<file path="src/rtl/decode_stage.sv">
// WISC-SP13 decode stage: decodes an instruction word into register fields, write
// enable and extended immediate, registered behind an elastic handshake with a skid slot.
module decode_stage #(
  parameter int DATA_W   = 16,
  parameter int REG_AW   = 3,
  parameter int LINK_REG = 7,
  parameter int CNT_W    = 16
) (
  input  logic              clk,
  input  logic              rst,
  input  logic              flush,
  input  logic              in_valid,
  output logic              in_ready,
  input  logic [15:0]       in_instr,
  input  logic [DATA_W-1:0] in_pc,
  output logic              out_valid,
  input  logic              out_ready,
  output logic [REG_AW-1:0] out_rd1,
  output logic [REG_AW-1:0] out_rd2,
  output logic [REG_AW-1:0] out_wr,
  output logic              out_we,
  output logic [DATA_W-1:0] out_immed,
  output logic [DATA_W-1:0] out_pc,
  output logic [4:0]        out_opcode,
  output logic [CNT_W-1:0]  stall_cnt
);

  // Handshake: a word is accepted on a rising edge where in_valid & in_ready, and
  // leaves on a rising edge where out_valid & out_ready. in_valid/out_valid must not
  // depend on the opposite ready; the stage only refuses input while the skid slot is full.

  localparam int EW = 5 + 3 * REG_AW + 1 + 2 * DATA_W;

  logic [4:0]        opc;
  logic [REG_AW-1:0] f_a, f_b, f_c, link;
  logic [DATA_W-1:0] sx11, sx8, zx8, sx5, zx5;
  logic [REG_AW-1:0] dec_rd1, dec_rd2, dec_wr;
  logic              dec_we;
  logic [DATA_W-1:0] dec_immed;
  logic [EW-1:0]     dec_entry, out_entry, skid_entry;
  logic              skid_valid;
  logic              accept, xfer;

  assign opc  = in_instr[15:11];
  assign f_a  = REG_AW'(in_instr[10:8]);
  assign f_b  = REG_AW'(in_instr[7:5]);
  assign f_c  = REG_AW'(in_instr[4:2]);
  assign link = REG_AW'(LINK_REG);
  assign sx11 = {{(DATA_W-11){in_instr[10]}}, in_instr[10:0]};
  assign sx8  = {{(DATA_W-8){in_instr[7]}}, in_instr[7:0]};
  assign zx8  = {{(DATA_W-8){1'b0}}, in_instr[7:0]};
  assign sx5  = {{(DATA_W-5){in_instr[4]}}, in_instr[4:0]};
  assign zx5  = {{(DATA_W-5){1'b0}}, in_instr[4:0]};

  // Format is implied by the opcode; unlisted fields stay zero.
  always_comb begin
    dec_rd1   = '0;
    dec_rd2   = '0;
    dec_wr    = '0;
    dec_we    = 1'b0;
    dec_immed = '0;
    casez (opc)
      5'b00100: dec_immed = sx11;
      5'b00110: begin dec_immed = sx11; dec_wr = link; dec_we = 1'b1; end
      5'b01000, 5'b01001, 5'b10001: begin
        dec_rd1 = f_a; dec_wr = f_b; dec_we = 1'b1; dec_immed = sx5;
      end
      5'b01010, 5'b01011, 5'b101??: begin
        dec_rd1 = f_a; dec_wr = f_b; dec_we = 1'b1; dec_immed = zx5;
      end
      5'b10000: begin dec_rd1 = f_a; dec_rd2 = f_b; dec_immed = sx5; end
      5'b10011: begin
        dec_rd1 = f_a; dec_rd2 = f_b; dec_wr = f_a; dec_we = 1'b1; dec_immed = sx5;
      end
      5'b11000: begin dec_rd1 = f_a; dec_wr = f_a; dec_we = 1'b1; dec_immed = sx8; end
      5'b10010: begin dec_rd1 = f_a; dec_wr = f_a; dec_we = 1'b1; dec_immed = zx8; end
      5'b011??, 5'b00101: begin dec_rd1 = f_a; dec_immed = sx8; end
      5'b00111: begin dec_rd1 = f_a; dec_wr = link; dec_we = 1'b1; dec_immed = sx8; end
      5'b11001: begin dec_rd1 = f_a; dec_wr = f_c; dec_we = 1'b1; end
      5'b11010, 5'b11011, 5'b111??: begin
        dec_rd1 = f_a; dec_rd2 = f_b; dec_wr = f_c; dec_we = 1'b1;
      end
      default: ;
    endcase
  end

  assign dec_entry = {opc, dec_rd1, dec_rd2, dec_wr, dec_we, dec_immed, in_pc};
  assign {out_opcode, out_rd1, out_rd2, out_wr, out_we, out_immed, out_pc} = out_entry;

  assign in_ready = ~skid_valid;
  assign accept   = in_valid & in_ready;
  assign xfer     = out_valid & out_ready;

  always_ff @(posedge clk or negedge rst) begin
    if (!rst) begin
      out_valid  <= 1'b0;
      skid_valid <= 1'b0;
      out_entry  <= '0;
      skid_entry <= '0;
    end else if (flush) begin
      out_valid  <= 1'b0;
      skid_valid <= 1'b0;
    end else if (!out_valid || xfer) begin
      // Skid holds the older word, and input is refused while it is full.
      if (skid_valid) begin
        out_entry  <= skid_entry;
        out_valid  <= 1'b1;
        skid_valid <= 1'b0;
      end else if (accept) begin
        out_entry <= dec_entry;
        out_valid <= 1'b1;
      end else begin
        out_valid <= 1'b0;
      end
    end else if (accept) begin
      skid_entry <= dec_entry;
      skid_valid <= 1'b1;
    end
  end

  always_ff @(posedge clk or negedge rst) begin
    if (!rst)
      stall_cnt <= '0;
    else if (!flush && out_valid && !out_ready && stall_cnt != {CNT_W{1'b1}})
      stall_cnt <= stall_cnt + 1'b1;
  end

endmodule
</file>
<file path="config.mk">
export PLATFORM = sky130hd
export DESIGN_NAME = decode_stage
export DESIGN_NICKNAME = d
export VERILOG_FILES = /design/src/rtl/decode_stage.sv
export SDC_FILE = /design/constraint.sdc
export NUM_CORES = 1
export LEC_CHECK = 0
export BUFFER_PORTS_ARGS = -buffer_cell sky130_fd_sc_hd__buf_2
export CAP_MARGIN = 25
export CORE_UTILIZATION = 55
export DETAILED_ROUTE_END_ITERATION = 7
export PLACE_DENSITY_LB_ADDON = 0.15
export RECOVER_POWER = 50
export SYNTH_ARGS = -nofsm -noshare
export SYNTH_HDL_FRONTEND = slang
export SYNTH_SLANG_ARGS = --single-unit
export TNS_END_PERCENT = 50
</file>
<file path="constraint.sdc">
create_clock -name clk -period 2.16 [get_ports clk]
set_input_delay 0.216 -clock clk [delete_from_list [all_inputs] [get_ports clk]]
set_output_delay 0.216 -clock clk [all_outputs]
set_load 0.02 [all_outputs]
</file>
==> results_dict.tcl, run 1 <==
set metrics [dict create \
    min_period_ps 1854 \
    postCtsSetupRepairBufs 0 \
    gr-usage-all-layers_pct 27.05 \
    die-area_mm2 0.009156 \
    route.detailed.wl_per_inst_um 16.56 \
    hold_ws_ps 57.36 \
    root_buffer "clkbuf_8" \
    layout_common_cells "116 x nand2_1, 101 x dfrtp_1, 69 x buf_2, 33 x clkbuf_1, 24 x o21ai_0" \
    h-tree-depth 3 \
    io_buffers 101 \
    drt_iter0_drc 257 \
    layout.nets 626 \
    synth_seq_area_share_pct 52.88 \
    cts_buffers 9 \
    finalCritPeriodShare_pct 85.82 \
    crit_type "reg -> reg" \
    hp-class "in -> reg" \
    worstPathArrival_ps 2100 \
    vdd_drop_max_uv 424.9 \
    syn_area_mm2 0.004827 \
    place_hpwl_um 7926 \
    clockBufferDepth 2 \
    cp-endpoint "stall_cnt[1]" \
    drc 0 \
    path_max_fanout 9 \
    io_pins 102 \
    avgViaCountPerCell 5.918 \
    synthCells 499 \
    slew_headroom_pct 12.12 \
    first_pass_iters 5 \
    die_w_um 95.69 \
    rsz0062_at_grt "false" \
    ys_warn_count 0 \
    rr_startpoint "out_valid" \
    clk_latency_ps 360 \
    fp.dieH_um 95.69 \
    ff2ff_path_depth 5 \
    timing.max_cap.violations 0 \
    tritoncts "done" \
    coreArea_mm2 0.008341 \
    cp-start-kind "flop" \
    endpoint_kind "flop" \
    hold_viol 0 \
    cts_resized 0 \
    finalPower_mw 5.076 \
    dp_cells 681 \
    ys_ff_latch 102 \
    avgSynthCellArea_um2 9.674 \
    fin_ws_ps 306.4 \
    leakage_nw 2.616 \
    worstMarginPinSlew_ps 1318 \
    stdcell_area_mm2 0.005632 \
    vias 4125 \
    diodes 0 \
    start_util_pct 57.88 \
    reg2reg_slack_ps 310 \
    setup_tns_ps 0 \
    overflow 0 \
    startpoint "out_valid" \
    synthesis.nets 537 \
    drive_gt1_share_pct 18.41 \
    place_congestion 0.8532 \
    grt_max_degree 43 \
    grt_pass1_vias 3928 \
    finClkSkew_ps 10.61 \
    pre_cts_ws_ps 411.2 \
    cts.sink_count 102 \
    syn_to_final_growth_pct 16.67 \
    power.density_mw_per_mm2 901.3 \
    wl_um 11550 \
    placed_area_mm2 0.005410 \
    fillers 694 \
    drv_slew 0 \
    fp-row-count 33 \
    final_common_cell "nand2_1" \
    grt_antenna_before_repair 0 \
    synth.distinct_cells 50 \
    setup_viol 0 \
    path_clk_slew_ps 100 \
    reg2reg_to "stall_cnt[1]" \
    status "finished, final reports clean" \
    postRouteAntennaNets 0 \
    post_layout_nonfiller_instances 697 \
    cp_data_required_time_ps 2410 \
    utilization_pct 67.52 \
    fmax_mhz 539.5 \
    grt_pass1_wl_um 18880 \
]
flip-flops by register name (all words and copies together), names as in the netlist:
name / count
out_valid: 1
stall_cnt: 16
skid_entry: 42
skid_valid: 1
out_entry: 42
power breakdown:
group / internal (mW) / switching (mW)
combinational: 0.372 / 0.690
sequential: 2.25 / 0.232
clock: 0.883 / 0.652
total: 3.50 / 1.57
Yosys cell counts (all sizes together):
cell,instances,area (um^2)
o21bai,6,45.04
or3b,1,8.760
nor4,10,83.83
o211ai,8,60.06
a221o,5,50.05
nor2b,3,18.77
o22ai,3,18.77
a211o,1,8.760
o21ai,33,165.2
and3,13,81.33
o21a,3,22.52
nor2,21,78.83
and4,2,17.52
xnor2,8,70.07
nor3b,1,12.51
clkbuf,22,82.58
a22oi,3,22.52
o31ai,2,15.01
a221oi,3,26.28
nand2b,5,31.28
nor4b,1,15.01
mux2,1,11.26
inv,7,26.28
nand4b,2,17.52
or4,1,7.510
or3,1,6.260
nand4,11,68.82
nor3,6,40.04
nand2,116,435.4
ha,1,12.51
a22o,6,52.55
buf,15,103.9
a21oi,15,75.07
o221ai,1,15.01
a211oi,3,22.52
xor2,4,35.03
nand4bb,1,11.26
dfrtp,102,2552
mux2i,22,220.2
o311ai,1,8.760
a31oi,16,100.1
nand3,13,70.07
how the worst min path moves through the flow:
| stage | end | cells after the start | startpoint |
|---|---|---|---|
| 6_report | skid_entry[9] | 3 | in_pc[9] |
| 5_1_grt | skid_entry[10] | 3 | in_pc[10] |
| 4_1_cts | skid_entry[9] | 3 | in_pc[9] |
| 3_5_place_dp | stall_cnt[9] | 1 | rst |
| 3_3_place_gp | stall_cnt[9] | 1 | rst |
| 2_1_floorplan | out_entry[0] | 0 | rst |
area by class of cell:
class	instances	area, um^2	area share [%]
clock buffers	9	123.9	2.200
clock inverters	6	133.9	2.377
inverters	7	26.28	0.4666
multi-input cells	353	2068	36.73
flip-flops and latches	102	2554	45.35
well taps	105	131.4	2.333
repair buffers	115	594.3	10.55
cells by family (layout without fill, tap and decap cells):
| logic type | Yosys count | in the layout | share of synthesized area [%] |
|---|---|---|---|
| multiplexers | 23 | 23 | 4.795 |
| AND/OR/NAND/NOR | 208 | 208 | 20.81 |
| XOR/XNOR | 12 | 12 | 2.177 |
| adder cells (fa/ha/maj) | 1 | 1 | 0.2592 |
| buffers and inverters | 44 | 137 | 4.407 |
| flip-flops | 102 | 102 | 52.88 |
| AO/OA/AOI/OAI | 109 | 109 | 14.67 |
layer usage:
metal | wire length (um) | up-vias | global-route usage (%) | part of all wire (%)
met2 | 5545 | 157 | 43.10 | 48
met4 | 163 | 0 | 9.328 | 1.4
li1 | - | 1946 | - | -
met1 | 5136 | 2005 | 37.56 | 44
met5 | 0 | - | 0 | 0
met3 | 700 | 17 | 4.545 | 6.1
worst max-delay path, cell delays in order (launching register included):
cell and delay (ps):
dfrtp_1 380, nor2b_1 170, clkbuf_1 380, nand2b_1 140
a31oi_1 300, mux2_2 380
what timing repair did:
| action | 4_1_cts | 5_1_grt |
|---|---|---|
| hold buffers | 1 | 0 |
| endpoints found under the setup margin | 0 | 0 |
| endpoints found under the hold margin | 20 | 0 |
Power figures use the tool's default switching activity.
==> run 2, diff against run 1 <==
--- a/config.mk
+++ b/config.mk
@@ -9,6 +9,7 @@
 export CAP_MARGIN = 25
 export CORE_UTILIZATION = 55
 export DETAILED_ROUTE_END_ITERATION = 7
+export GPL_TIMING_DRIVEN = 0
 export PLACE_DENSITY_LB_ADDON = 0.15
 export RECOVER_POWER = 50
 export SYNTH_ARGS = -nofsm -noshare
==> results_dict.tcl, run 2 (synthesis gave the netlist of run 1 again) <==
set metrics [dict create \
    status "finished, final reports clean" \
    timing.critical_path.mode_cell "clkbuf_1" \
    cts_resized 0 \
    vdd_drop_max_uv 522.1 \
    cts_buffers 9 \
    cp-endpoint "skid_entry[31]" \
    place_congestion 0.9237 \
    ff2ff_path_depth 5 \
    io_buffers 100 \
    setup_viol 0 \
    gr-usage-all-layers_pct 27.69 \
    final_common_cell "nand2_1" \
    drv_slew 0 \
    crit_chain "nor3b_2 -> and3_1 -> clkbuf_1 -> clkbuf_1 -> a31oi_1" \
    hp-class "in -> reg" \
    path_max_fanout 10 \
    startpoint "out_valid" \
    avgViaCountPerCell 5.827 \
    crit_cells 5 \
    fmax_mhz 497.9 \
    worstPathArrival_ps 2230 \
    slowest_delay_ps 530 \
    finalCritPeriodShare_pct 92.99 \
    path_clk_slew_ps 100 \
    worstMarginPinSlew_ps 1000 \
    rsz0062_at_grt "false" \
    endpoint_kind "flop" \
    drive_gt1_share_pct 15.72 \
    critPathTopFamily "buffers and inverters" \
    postRouteAntennaNets 0 \
    grt_pass1_wl_um 19110 \
    slowest_stage "clkbuf_1" \
    hold_viol 0 \
    dp_cells 705 \
    min_period_ps 2009 \
    reg2reg_to "skid_entry[31]" \
    h-tree-depth 3 \
    grt_max_degree 66 \
    rr_startpoint "out_valid" \
    post_layout_nonfiller_instances 722 \
    wl_um 11870 \
    io_pins 102 \
    layout_common_cells "116 x nand2_1, 102 x dfrtp_1, 65 x clkbuf_1, 62 x buf_2, 24 x o21ai_0" \
    power.density_mw_per_mm2 845.9 \
    vias 4207 \
    clockBufferDepth 2 \
    place_hpwl_um 8438 \
    grt_pass1_vias 3847 \
    die_w_um 95.69 \
    cp_data_required_time_ps 2380 \
    coreArea_mm2 0.008341 \
    slew_headroom_pct 33.30 \
    worst-path-buf-inv 2 \
    leakage_nw 2.587 \
    cts.sink_count 102 \
    die-area_mm2 0.009156 \
    largestRegisters "out_entry (42), skid_entry (42), stall_cnt (16)" \
    cp-start-kind "flop" \
    diodes 0 \
    timing.max_cap.violations 0 \
    hold_ws_ps 46.23 \
    syn_to_final_growth_pct 16.93 \
    start_util_pct 57.88 \
    drt_iter0_drc 255 \
    postCtsSetupRepairBufs 0 \
    clk_latency_ps 370 \
    reg2reg_slack_ps 150 \
    overflow 0 \
    grt_antenna_before_repair 0 \
    drc 0 \
    route.detailed.wl_per_inst_um 16.44 \
    layout.nets 650 \
    root_buffer "clkbuf_8" \
    finClkSkew_ps 10.16 \
    fp-row-count 33 \
    first_pass_iters 5 \
    fp.dieH_um 95.69 \
    crit_type "reg -> reg" \
    tritoncts "done" \
]
## run 2: changes by cell type in the layout (fill, tap and decap cells not counted), moves of 2 or more
cell        previous run  this run
clkbuf_1              33        65
buf_2                 69        62
buf_4                 10         5
buf_6                  0         3
bufinv_16              4         1
buf_1                  0         2
buf_12                 2         0
clkinvlp_4             0         2
## run 2: worst min-delay path by stage
stage / startpoint / to / slack, ps / depth (start not counted)
2_1_floorplan: rst / out_entry[0] / -80 / 0
3_3_place_gp: in_pc[11] / skid_entry[11] / 420 / 3
3_5_place_dp: rst / stall_cnt[9] / 230 / 1
4_1_cts: in_pc[10] / skid_entry[10] / 40 / 3
5_1_grt: in_pc[10] / skid_entry[10] / 40 / 3
6_report: in_pc[10] / skid_entry[10] / 50 / 3
## run 2: metrics by stage
step	util [%]	cell area (um^2)	setup slack, ps	power [mW]	setup TNS (ps)
4_1_cts	68.33	5699	162.9	4.844	0
5_1_grt	67.67	5644	4.244	5.056	0
2_1_floorplan	-	4827	334.0	3.180	0
3_5_place_dp	65.81	5489	178.1	3.625	0
3_3_place_gp	65.45	5459	-206.4	3.564	-20290
6_report	67.67	5644	151.4	4.775	0
## run 2: layout make-up
type / instances / area, um^2
clock inverters: 5 / 58.81
multi-input cells: 353 / 2062
clock buffers: 11 / 141.4
fillers: 700 / 2696
repair buffers: 102 / 485.5
plain buffers: 37 / 186.4
well taps: 105 / 131.4
flip-flops and latches: 102 / 2552
inverters: 7 / 26.28
## run 2: timing repair
action,in CTS,in global routing
endpoints found under the setup margin,0,0
hold endpoints to repair,37,0
hold buffers,1,0
## run 2: where the power goes
group	leakage [nW]	switching [mW]	internal [mW]	total, mW
Clock	0.0955	0.653	0.568	1.22
Combinational	1.21	0.702	0.383	1.08
Sequential	1.28	0.223	2.25	2.47
## run 2: per-layer routing
metal  vias to the layer above  track usage, %  wire, um
li1                       1997               -         -
met1                      2038           37.72      5096
met2                       153           45.30      5762
met3                        19           4.466       810
met4                         0           8.955       198
met5                         -               0         0
## run 2: worst reg2reg max path: stages, from the launching register on
cell	delay [ps]
dfrtp_1	390
nor3b_2	350
and3_1	210
clkbuf_1	230
clkbuf_1	530
a31oi_1	160
